===== src/rtl/argmax_pkg.sv =====
// Shared argmax definitions: frame FSM state, index-width helper and a
// signed/unsigned "strictly greater" compare used by every argmax variant.
package argmax_pkg;

  typedef enum logic {
    IDLE  = 1'b0,
    ACCUM = 1'b1
  } state_e;

  // Width needed to index n items; never narrower than one bit.
  function automatic int idx_bits(input int n);
    if (n <= 2) return 1;
    return $clog2(n);
  endfunction

  // Strict a > b on width-bit values held zero-extended in 64 bits.
  // Flipping the sign bit maps two's-complement order onto unsigned order.
  function automatic logic value_gt(input logic [63:0] a, input logic [63:0] b,
                                    input int width, input bit is_signed);
    logic [63:0] flip;
    flip = is_signed ? (64'd1 << (width - 1)) : 64'd0;
    return (a ^ flip) > (b ^ flip);
  endfunction

endpackage


===== src/rtl/argmax_lane_tree.sv =====
// Combinational binary reduction of LANES values to the winning value and its
// lane index. Strict compare at every node: the lower-lane input wins ties.
module argmax_lane_tree
  import argmax_pkg::*;
#(
  parameter int WIDTH      = 8,
  parameter int LANES      = 4,
  parameter int SIGNED     = 1,
  parameter int LANE_IDX_W = idx_bits(LANES)
) (
  input  logic [LANES*WIDTH-1:0] data_i,
  output logic [WIDTH-1:0]       max_o,
  output logic [LANE_IDX_W-1:0]  idx_o
);

  localparam int LEVELS = $clog2(LANES);

  genvar gl, gi;
  generate
    for (gl = 0; gl <= LEVELS; gl++) begin : g_lvl
      localparam int N = LANES >> gl;
      logic [WIDTH-1:0]      val [N];
      logic [LANE_IDX_W-1:0] idx [N];
      if (gl == 0) begin : g_leaf
        for (gi = 0; gi < N; gi++) begin : g_in
          assign val[gi] = data_i[gi*WIDTH +: WIDTH];
          assign idx[gi] = LANE_IDX_W'(gi);
        end
      end else begin : g_node
        for (gi = 0; gi < N; gi++) begin : g_cmp
          logic take_hi;
          // Upper half replaces the lower half only when strictly greater.
          assign take_hi = value_gt(64'(g_lvl[gl-1].val[2*gi+1]),
                                    64'(g_lvl[gl-1].val[2*gi]), WIDTH, SIGNED != 0);
          assign val[gi] = take_hi ? g_lvl[gl-1].val[2*gi+1] : g_lvl[gl-1].val[2*gi];
          assign idx[gi] = take_hi ? g_lvl[gl-1].idx[2*gi+1] : g_lvl[gl-1].idx[2*gi];
        end
      end
    end
  endgenerate

  assign max_o = g_lvl[LEVELS].val[0];
  assign idx_o = g_lvl[LEVELS].idx[0];

endmodule


===== src/rtl/serial_parallel_argmax_stream.sv =====
// Frame-level streaming argmax: each beat is reduced by argmax_lane_tree, the
// beat winners are merged serially into one result per frame.
// Optional build macro ARGMAX_PIPE_EN inserts a register stage after the lane
// tree (result latency t+2, next-frame beats may enter while a result waits).
module serial_parallel_argmax_stream
  import argmax_pkg::*;
#(
  parameter int WIDTH     = 8,
  parameter int LANES     = 4,
  parameter int MAX_BEATS = 16,
  parameter int SIGNED    = 1,
  parameter int IDX_WIDTH = idx_bits(LANES * MAX_BEATS)
) (
  input  logic                   clk,
  input  logic                   rst_n,
  input  logic                   in_valid,
  output logic                   in_ready,
  input  logic [LANES*WIDTH-1:0] in_data,
  input  logic                   in_last,
  output logic                   out_valid,
  input  logic                   out_ready,
  output logic [IDX_WIDTH-1:0]   out_argmax,
  output logic [WIDTH-1:0]       out_max,
  output logic                   out_overflow
);

  localparam int CW = idx_bits(MAX_BEATS);
  localparam int LW = idx_bits(LANES);

  // Input-side frame tracking
  state_e          state_q;
  logic [CW-1:0]   cnt_q;
  logic            sat_q;

  logic [WIDTH-1:0]     tree_max;
  logic [LW-1:0]        tree_lane;
  logic                 beat_fire;
  logic                 beat_first;
  logic                 beat_ovf;
  logic [IDX_WIDTH-1:0] beat_idx;

  // Merge-side view of a beat (either the live input or the pipe stage)
  logic                 proc_fire;
  logic                 proc_first;
  logic                 proc_ovf;
  logic                 proc_last;
  logic [WIDTH-1:0]     proc_max;
  logic [IDX_WIDTH-1:0] proc_idx;

  // Running frame winner
  logic [WIDTH-1:0]     acc_max_q, acc_max_d;
  logic [IDX_WIDTH-1:0] acc_idx_q, acc_idx_d;
  logic                 acc_ovf_q, acc_ovf_d;
  logic                 beat_better;

  logic                 out_valid_q;
  logic [IDX_WIDTH-1:0] out_argmax_q;
  logic [WIDTH-1:0]     out_max_q;
  logic                 out_ovf_q;

  argmax_lane_tree #(
    .WIDTH      (WIDTH),
    .LANES      (LANES),
    .SIGNED     (SIGNED),
    .LANE_IDX_W (LW)
  ) u_tree (
    .data_i (in_data),
    .max_o  (tree_max),
    .idx_o  (tree_lane)
  );

  assign beat_fire  = in_valid && in_ready;
  assign beat_first = (state_q == IDLE);
  // Once beat MAX_BEATS-1 has been taken the counter is saturated; any later
  // beat of the same frame is an overflow beat.
  assign beat_ovf   = !beat_first && sat_q;
  assign beat_idx   = IDX_WIDTH'(int'(cnt_q) * LANES + int'(tree_lane));

  // Frame FSM and saturating beat counter, advanced on every accepted beat
  always_ff @(posedge clk or negedge rst_n) begin
    if (!rst_n) begin
      state_q <= IDLE;
      cnt_q   <= '0;
      sat_q   <= 1'b0;
    end else if (beat_fire) begin
      if (in_last) begin
        state_q <= IDLE;
        cnt_q   <= '0;
        sat_q   <= 1'b0;
      end else begin
        state_q <= ACCUM;
        if (cnt_q == CW'(MAX_BEATS - 1)) sat_q <= 1'b1;
        else                             cnt_q <= cnt_q + CW'(1);
      end
    end
  end

`ifdef ARGMAX_PIPE_EN
  logic                 stg_valid_q;
  logic                 stg_first_q;
  logic                 stg_ovf_q;
  logic                 stg_last_q;
  logic [WIDTH-1:0]     stg_max_q;
  logic [IDX_WIDTH-1:0] stg_idx_q;

  // Only a staged last beat that cannot reach a busy output register stalls.
  assign in_ready = !(stg_valid_q && stg_last_q && out_valid_q && !out_ready);

  // Stage after the lane tree; frozen whenever the input is stalled
  always_ff @(posedge clk or negedge rst_n) begin
    if (!rst_n) begin
      stg_valid_q <= 1'b0;
      stg_first_q <= 1'b0;
      stg_ovf_q   <= 1'b0;
      stg_last_q  <= 1'b0;
      stg_max_q   <= '0;
      stg_idx_q   <= '0;
    end else if (in_ready) begin
      stg_valid_q <= in_valid;
      if (in_valid) begin
        stg_first_q <= beat_first;
        stg_ovf_q   <= beat_ovf;
        stg_last_q  <= in_last;
        stg_max_q   <= tree_max;
        stg_idx_q   <= beat_idx;
      end
    end
  end

  assign proc_fire  = stg_valid_q && in_ready;
  assign proc_first = stg_first_q;
  assign proc_ovf   = stg_ovf_q;
  assign proc_last  = stg_last_q;
  assign proc_max   = stg_max_q;
  assign proc_idx   = stg_idx_q;
`else
  assign in_ready   = !out_valid_q || out_ready;

  assign proc_fire  = beat_fire;
  assign proc_first = beat_first;
  assign proc_ovf   = beat_ovf;
  assign proc_last  = in_last;
  assign proc_max   = tree_max;
  assign proc_idx   = beat_idx;
`endif

  // Merge the beat winner into the frame winner; the earlier index keeps ties
  always_comb begin
    beat_better = value_gt(64'(proc_max), 64'(acc_max_q), WIDTH, SIGNED != 0);
    acc_max_d   = acc_max_q;
    acc_idx_d   = acc_idx_q;
    acc_ovf_d   = acc_ovf_q;
    if (proc_first) begin
      acc_max_d = proc_max;
      acc_idx_d = proc_idx;
      acc_ovf_d = proc_ovf;
    end else if (proc_ovf) begin
      acc_ovf_d = 1'b1;
    end else if (beat_better) begin
      acc_max_d = proc_max;
      acc_idx_d = proc_idx;
    end
  end

  // Frame accumulator register
  always_ff @(posedge clk or negedge rst_n) begin
    if (!rst_n) begin
      acc_max_q <= '0;
      acc_idx_q <= '0;
      acc_ovf_q <= 1'b0;
    end else if (proc_fire) begin
      acc_max_q <= acc_max_d;
      acc_idx_q <= acc_idx_d;
      acc_ovf_q <= acc_ovf_d;
    end
  end

  // Output register: loads on a merged last beat, otherwise drains on handshake
  always_ff @(posedge clk or negedge rst_n) begin
    if (!rst_n) begin
      out_valid_q  <= 1'b0;
      out_argmax_q <= '0;
      out_max_q    <= '0;
      out_ovf_q    <= 1'b0;
    end else if (proc_fire && proc_last) begin
      out_valid_q  <= 1'b1;
      out_argmax_q <= acc_idx_d;
      out_max_q    <= acc_max_d;
      out_ovf_q    <= acc_ovf_d;
    end else if (out_ready) begin
      out_valid_q  <= 1'b0;
    end
  end

  assign out_valid    = out_valid_q;
  assign out_argmax   = out_argmax_q;
  assign out_max      = out_max_q;
  assign out_overflow = out_ovf_q;

endmodule


===== config.mk =====
export PLATFORM = sky130hd
export DESIGN_NAME = serial_parallel_argmax_stream
export DESIGN_NICKNAME = d
export VERILOG_FILES = /design/src/rtl/argmax_pkg.sv /design/src/rtl/argmax_lane_tree.sv /design/src/rtl/serial_parallel_argmax_stream.sv
export SDC_FILE = /design/constraint.sdc
export NUM_CORES = 1
export LEC_CHECK = 0
export BUFFER_PORTS_ARGS = -buffer_cell sky130_fd_sc_hd__buf_2
export CORE_AREA = 8 8 100 102
export DETAILED_ROUTE_END_ITERATION = 16
export DIE_AREA = 0 0 108 110
export GPL_TIMING_DRIVEN = 0
export PLACE_DENSITY = 0.64
export SLEW_MARGIN = 30
export SYNTH_ARGS = -nofsm -noshare
export SYNTH_HDL_FRONTEND = slang
export SYNTH_SLANG_ARGS = --single-unit
export TNS_END_PERCENT = 100

===== constraint.sdc =====
create_clock -name clk -period 3 [get_ports clk]
set_clock_uncertainty 0.15 [all_clocks]
set_input_delay 0.15 -clock clk [delete_from_list [all_inputs] [get_ports clk]]
set_output_delay 0.15 -clock clk [all_outputs]
set_load 0.01 [all_outputs]

## Word-level counts from Yosys, hierarchy flattened

Index checks and enable logic that the tools add are counted.

- Flip-flop bits (word level): 37
- Input port bits: 37
- Output and inout bits: 17

- Add/subtract/negate cells: 2
- Magnitude comparators: 4
- Eq/ne operators: 2
- Muxes and demuxes: 21
- Bitwise operators: 8
- Reduce and logical (&&, ||, !) cells: 9

Operator list:

| kind | count |
|---|---|
| $mux 8 | 6 |
| $gt 8x8->1 | 4 |
| $mux 6 | 3 |
| $mux 1 | 9 |
| $mux 4 | 2 |
| $not 1->1 | 8 |
| $add 6x2->6 | 1 |
| $add 4x1->4 const B | 1 |
| $eq 4x4->1 const B | 1 |
| $reduce_and 2->1 | 2 |
| $reduce_bool 2->1 | 2 |
| $logic_and 1x1->1 | 3 |
| $mux 2 | 1 |
| $ne 2x2->1 const B | 1 |
| $logic_not 1->1 | 1 |
| $logic_or 1x1->1 | 1 |

## Longest topological paths before layout

- Depth after elaboration: 11
- Mapped depth: 26
- Mapped depth without buffers: 22

## Modules after synthesis

A second synthesis with hierarchy kept.

- Cell total of the unflattened synthesis: 302
- Area, all modules: 2892.8 µm²

Modules (own cells, without submodules):

| module | instances | cells each | area an instance (µm²) | seq. area each (µm²) |
|---|---|---|---|---|
| serial_parallel_argmax_stream | 1 | 193 | 1995.7 | 925.9 |
| argmax_lane_tree | 1 | 109 | 897.1 | 0.0 |

## Least setup slack after synthesis

OpenSTA, ideal clock, no wires.

- Path type: input to register
- From: input in_data[17]
- To: register acc_max_q[2]
- Setup time: 0.125 ns
- Arrival time: 4.320 ns
- Data required time: 2.725 ns
- Path slack: -1.594 ns
- Stages on the path: 24
- Buffers on the path: 4
- Path through: inv_1 > ha_1 > nor2b_4 > o211ai_2 > a21oi_2 > o22ai_2 > buf_6 > mux2i_2 > inv_1 > ha_1 > nor2b_4 > o211ai_2 > a21oi_2 > o31ai_4 > buf_6 > mux2_2 > ha_1 > and4_4 > nand2b_1 > o311a_1 > buf_6 > nor2_2 > buf_4 > mux2_2

- Word-level cells in the longest chain between the ends: 10

RTL lines:

| element | line | source |
|---|---|---|
| start: declaration | serial_parallel_argmax_stream.sv:18 | `input logic [LANES*WIDTH-1:0] in_data,` |
| $gt 8x8->1 | argmax_pkg.sv:22 | `return (a ^ flip) > (b ^ flip);` |
| $mux 8 * | argmax_lane_tree.sv:35 | `assign val[gi] = take_hi ? g_lvl[gl-1].val[2*gi+1] : g_lvl[gl-1].val[2*gi];` |
| $not 1->1 (no source line) | -- |  |
| $gt 8x8->1 | argmax_pkg.sv:22 |  |
| $mux 8 * | argmax_lane_tree.sv:35 |  |
| $not 1->1 (no source line) | -- |  |
| $gt 8x8->1 | argmax_pkg.sv:22 |  |
| $mux 8 | serial_parallel_argmax_stream.sv:159 | `end else if (beat_better) begin` |
| $mux 8 | serial_parallel_argmax_stream.sv:157 | `end else if (proc_ovf) begin` |
| $mux 8 * | serial_parallel_argmax_stream.sv:153 | `if (proc_first) begin` |
| end signal: assignment | serial_parallel_argmax_stream.sv:172 | `acc_max_q <= acc_max_d;` |
| end: declaration | serial_parallel_argmax_stream.sv:51 | `logic [WIDTH-1:0] acc_max_q, acc_max_d;` |

Every way passes the cells marked *; elsewhere a longest branch is shown, timed or not.
A chain may end at the register's enable or synchronous reset.

## Worst setup path in the final report

- From: input in_data[17]
- To: register acc_max_q[3]

The elaborated chain is that of the path after synthesis.

==> impl_metrics.json <==
{
  "outcome": "complete, but fails checks",
  "violations": "setup timing",
  "grt_max_degree": 38,
  "tritoncts": "done",
  "die_area_um2": 11900,
  "cp-start-kind": "input pin",
  "p_leak_uw": 0.00187,
  "crit_path_start": "in_data[17]",
  "relSlewSlack_pct": 44.7,
  "avgSynthCellArea_um2": 9.96,
  "rrSetupSlack_ns": 0.66,
  "ir_drop_mv": 0.293,
  "rows": 34,
  "pre_cts_ws_ns": -2.14,
  "antenna_cells": 0,
  "p_per_area_nw_per_um2": 686,
  "cp-end-kind": "register",
  "start_util_pct": 33.6,
  "worstReg2RegStart": "acc_max_q[2]$_DFFE_PN0P_",
  "drt_pass1_iterations": 4,
  "ys_seq_elements": 37,
  "crit_type": "input pin to register",
  "rsz0062_at_grt": "true",
  "syn_area_um2": 2850,
  "drcViolationCount": 0,
  "synth_warnings": 0,
  "setup_viol": 28,
  "syn_nets": 356,
  "synthDistinctLibCells": 43,
  "hold_depth": 3,
  "place_inst": 447,
  "instances_no_fill": 486,
  "gp_congestion": 0.780,
  "hold_slack_ns": 0.0290,
  "max-cap-violations": 0,
  "setup_ws_ns": -1.44,
  "fmax_ghz": 0.225,
  "fin_nets": 447,
  "cts_buffers": 5,
  "grt_pass1_wl_um": 11600,
  "h-tree-depth": 2,
  "hpwl_um": 5070,
  "r2r_cells": 9,
  "synth_common_cells": "39 x nand2_1, 37 x dfrtp_1, 33 x ha_1",
  "drtIter0Drc": 82,
  "grt_use_total_pct": 12.1,
  "worstPathRequired_ns": 3.02,
  "wl_um": 7080,
  "synth-edff-count": 0,
  "core_um2": 8470,
  "hold_class": "input pin to register",
  "clk_path_buf_depth": 2,
  "postRouteAntennaNets": 0,
  "layout-drive-gt1-share_pct": 47.6,
  "met1_usage_pct": 15.1,
  "worst_skew_pair.late_latency_ns": 0.28,
  "synth_top_area_share_pct": 32.5,
  "clockRootBuffer": "clkbuf_8",
  "hold_violations": 0,
  "finalMaxSlewViolations": 0,
  "critPathMaxFanout": 8,
  "ioPinCount": 54,
  "fill_cells": 773,
  "yosysSeqAreaShare_pct": 32.5,
  "grtUsageMet2_pct": 21.5,
  "die_x_um": 108,
  "endpoint": "acc_max_q[3]$_DFFE_PN0P_",
  "drt-wirelength-per-cell_um": 14.6,
  "io_buffers": 53,
  "vias": 2420,
  "min_period_ns": 4.44,
  "r2r-end": "acc_max_q[3]$_DFFE_PN0P_",
  "synthTopCellsByArea": "dfrtp_1 33%, ha_1 14%, mux2i_2 5.8%, nand2_1 5.1%, mux2i_4 4.7%",
  "clk_pin_slew_ns": 0.07,
  "fin_setup_tns_ns": -38.20,
  "area_growth_pct": 43.8,
  "fin_crit_sh_pct": 148,
  "synth_ff_type": "dfrtp_1",
  "async_reset_ff_share_pct": 100,
  "viasPerCell": 4.98,
  "worst_pin_slew_ns": 0.829,
  "arrival_ns": 4.46,
  "cts_sinks": 37,
  "synth_top_cell_by_area": "dfrtp_1",
  "met3_usage_pct": 1.80,
  "dieHeight_um": 110,
  "overflow": 0,
  "netlist_instances": 286,
  "grt_busiest_layer": "met2",
  "antenna_found_initial": 0,
  "synthMostInstantiatedCell": "nand2_1",
  "grt_pass1_vias": 2411,
  "fin_total_pwr_uw": 2810
}
cell type report:
| class | instances | area (µm²) | area share (%) |
|---|---|---|---|
| inverters | 31 | 124 | 3.02 |
| multi-input cells | 207 | 2130 | 52.0 |
| plain buffers | 11 | 114 | 2.78 |
| well taps | 108 | 135 | 3.30 |
| repair buffers | 84 | 589 | 14.4 |
| flip-flops and latches | 37 | 926 | 22.6 |
| clock buffers | 8 | 80.1 | 1.95 |
worst max-delay path, cell delays in order:
cell	delay [ns]
buf_6	0.11
inv_6	0.04
ha_4	0.18
nor2b_4	0.12
o211ai_2	0.14
a21oi_2	0.07
o22ai_2	0.10
buf_6	0.18
mux2i_4	0.28
inv_2	0.08
ha_4	0.24
nor2b_4	0.12
o211ai_2	0.14
a21oi_2	0.09
o31ai_4	0.26
buf_8	0.22
mux2_4	0.35
ha_4	0.27
and4_4	0.23
nand2b_4	0.05
o311a_1	0.30
buf_6	0.15
nor2_4	0.10
buf_8	0.15
mux2_4	0.30
cell families after synthesis:
kind of cell	count (synthesis)	share of synthesized area, %
DFF	37	32.5
buffers and inverters	42	7.03
muxes	37	17.8
AOI/OAI and AO/OA	64	15.7
and+or+nand+nor	73	12.5
adders and majority gates	33	14.5
power by group:
group	leakage [µW]	internal, µW	switching (µW)	total [µW]
Combinational	0.00137	892	751	1640
Clock	0.0000395	165	169	334
Sequential	0.000466	690	142	832
Total	0.00187	1750	1060	2810
state kept, by name (all words and copies together) (netlist names):
register	flops
sat_q	1
out_argmax	6
cnt_q	4
out_max	8
acc_idx_q	6
out_overflow	1
out_valid	1
acc_ovf_q	1
acc_max_q	8
state_q	1
per-layer routing:
layer / wire length, µm / up-vias / part of all wire (%)
met5: 0 / - / 0
met4: 62 / 0 / 0.88
met3: 289 / 6 / 4.1
met2: 3450 / 52 / 49
met1: 3280 / 1167 / 46
li1: - / 1195 / -
worst min-delay path by stage:
stage / start / endpoint
floorplan: rst_n / acc_idx_q[0]$_DFFE_PN0P_
global placement: rst_n / out_argmax[3]$_DFFE_PN0P_
detailed placement: rst_n / out_argmax[4]$_DFFE_PN0P_
CTS: out_ready / out_valid$_DFFE_PN0P_
global route: out_ready / out_valid$_DFFE_PN0P_
finish: out_ready / out_valid$_DFFE_PN0P_
repair_timing:
item / CTS / global route
endpoints found under the setup margin: 28 / 28
setup buffers: 19 / 8
endpoints found under the hold margin: 38 / 0
gates cloned: 0 / 2
hold buffers: 2 / 0
pin swaps: 21 / 20
gates resized for setup: 40 / 41
through the flow:
stage                     area [µm²]  util (%)
after CTS                       3830      45.3
after global routing            4100      48.4
after floorplan                 2950         -
final                           4100      48.4
after detailed placement        3350      39.6
after global placement          3350      39.6
layout by cell type, fill, tap and decap left out, types with 3 or more instances in the layout:
cell type,instances
nor2_4,3
o22ai_2,3
nand4_1,6
o21ai_1,11
inv_1,22
buf_8,5
a221o_1,6
ha_1,17
nand2_1,38
inv_2,7
ha_4,16
buf_4,24
a21oi_2,10
dfrtp_1,37
o21ai_0,7
buf_6,10
mux2i_4,17
clkbuf_1,7
buf_2,47
mux2i_1,8
clkbuf_8,5
mux2_4,8
a21oi_1,13
nor2_1,9
o211ai_2,3
mux2i_2,3
nor2b_4,3
Power figures use the tool's default switching activity.
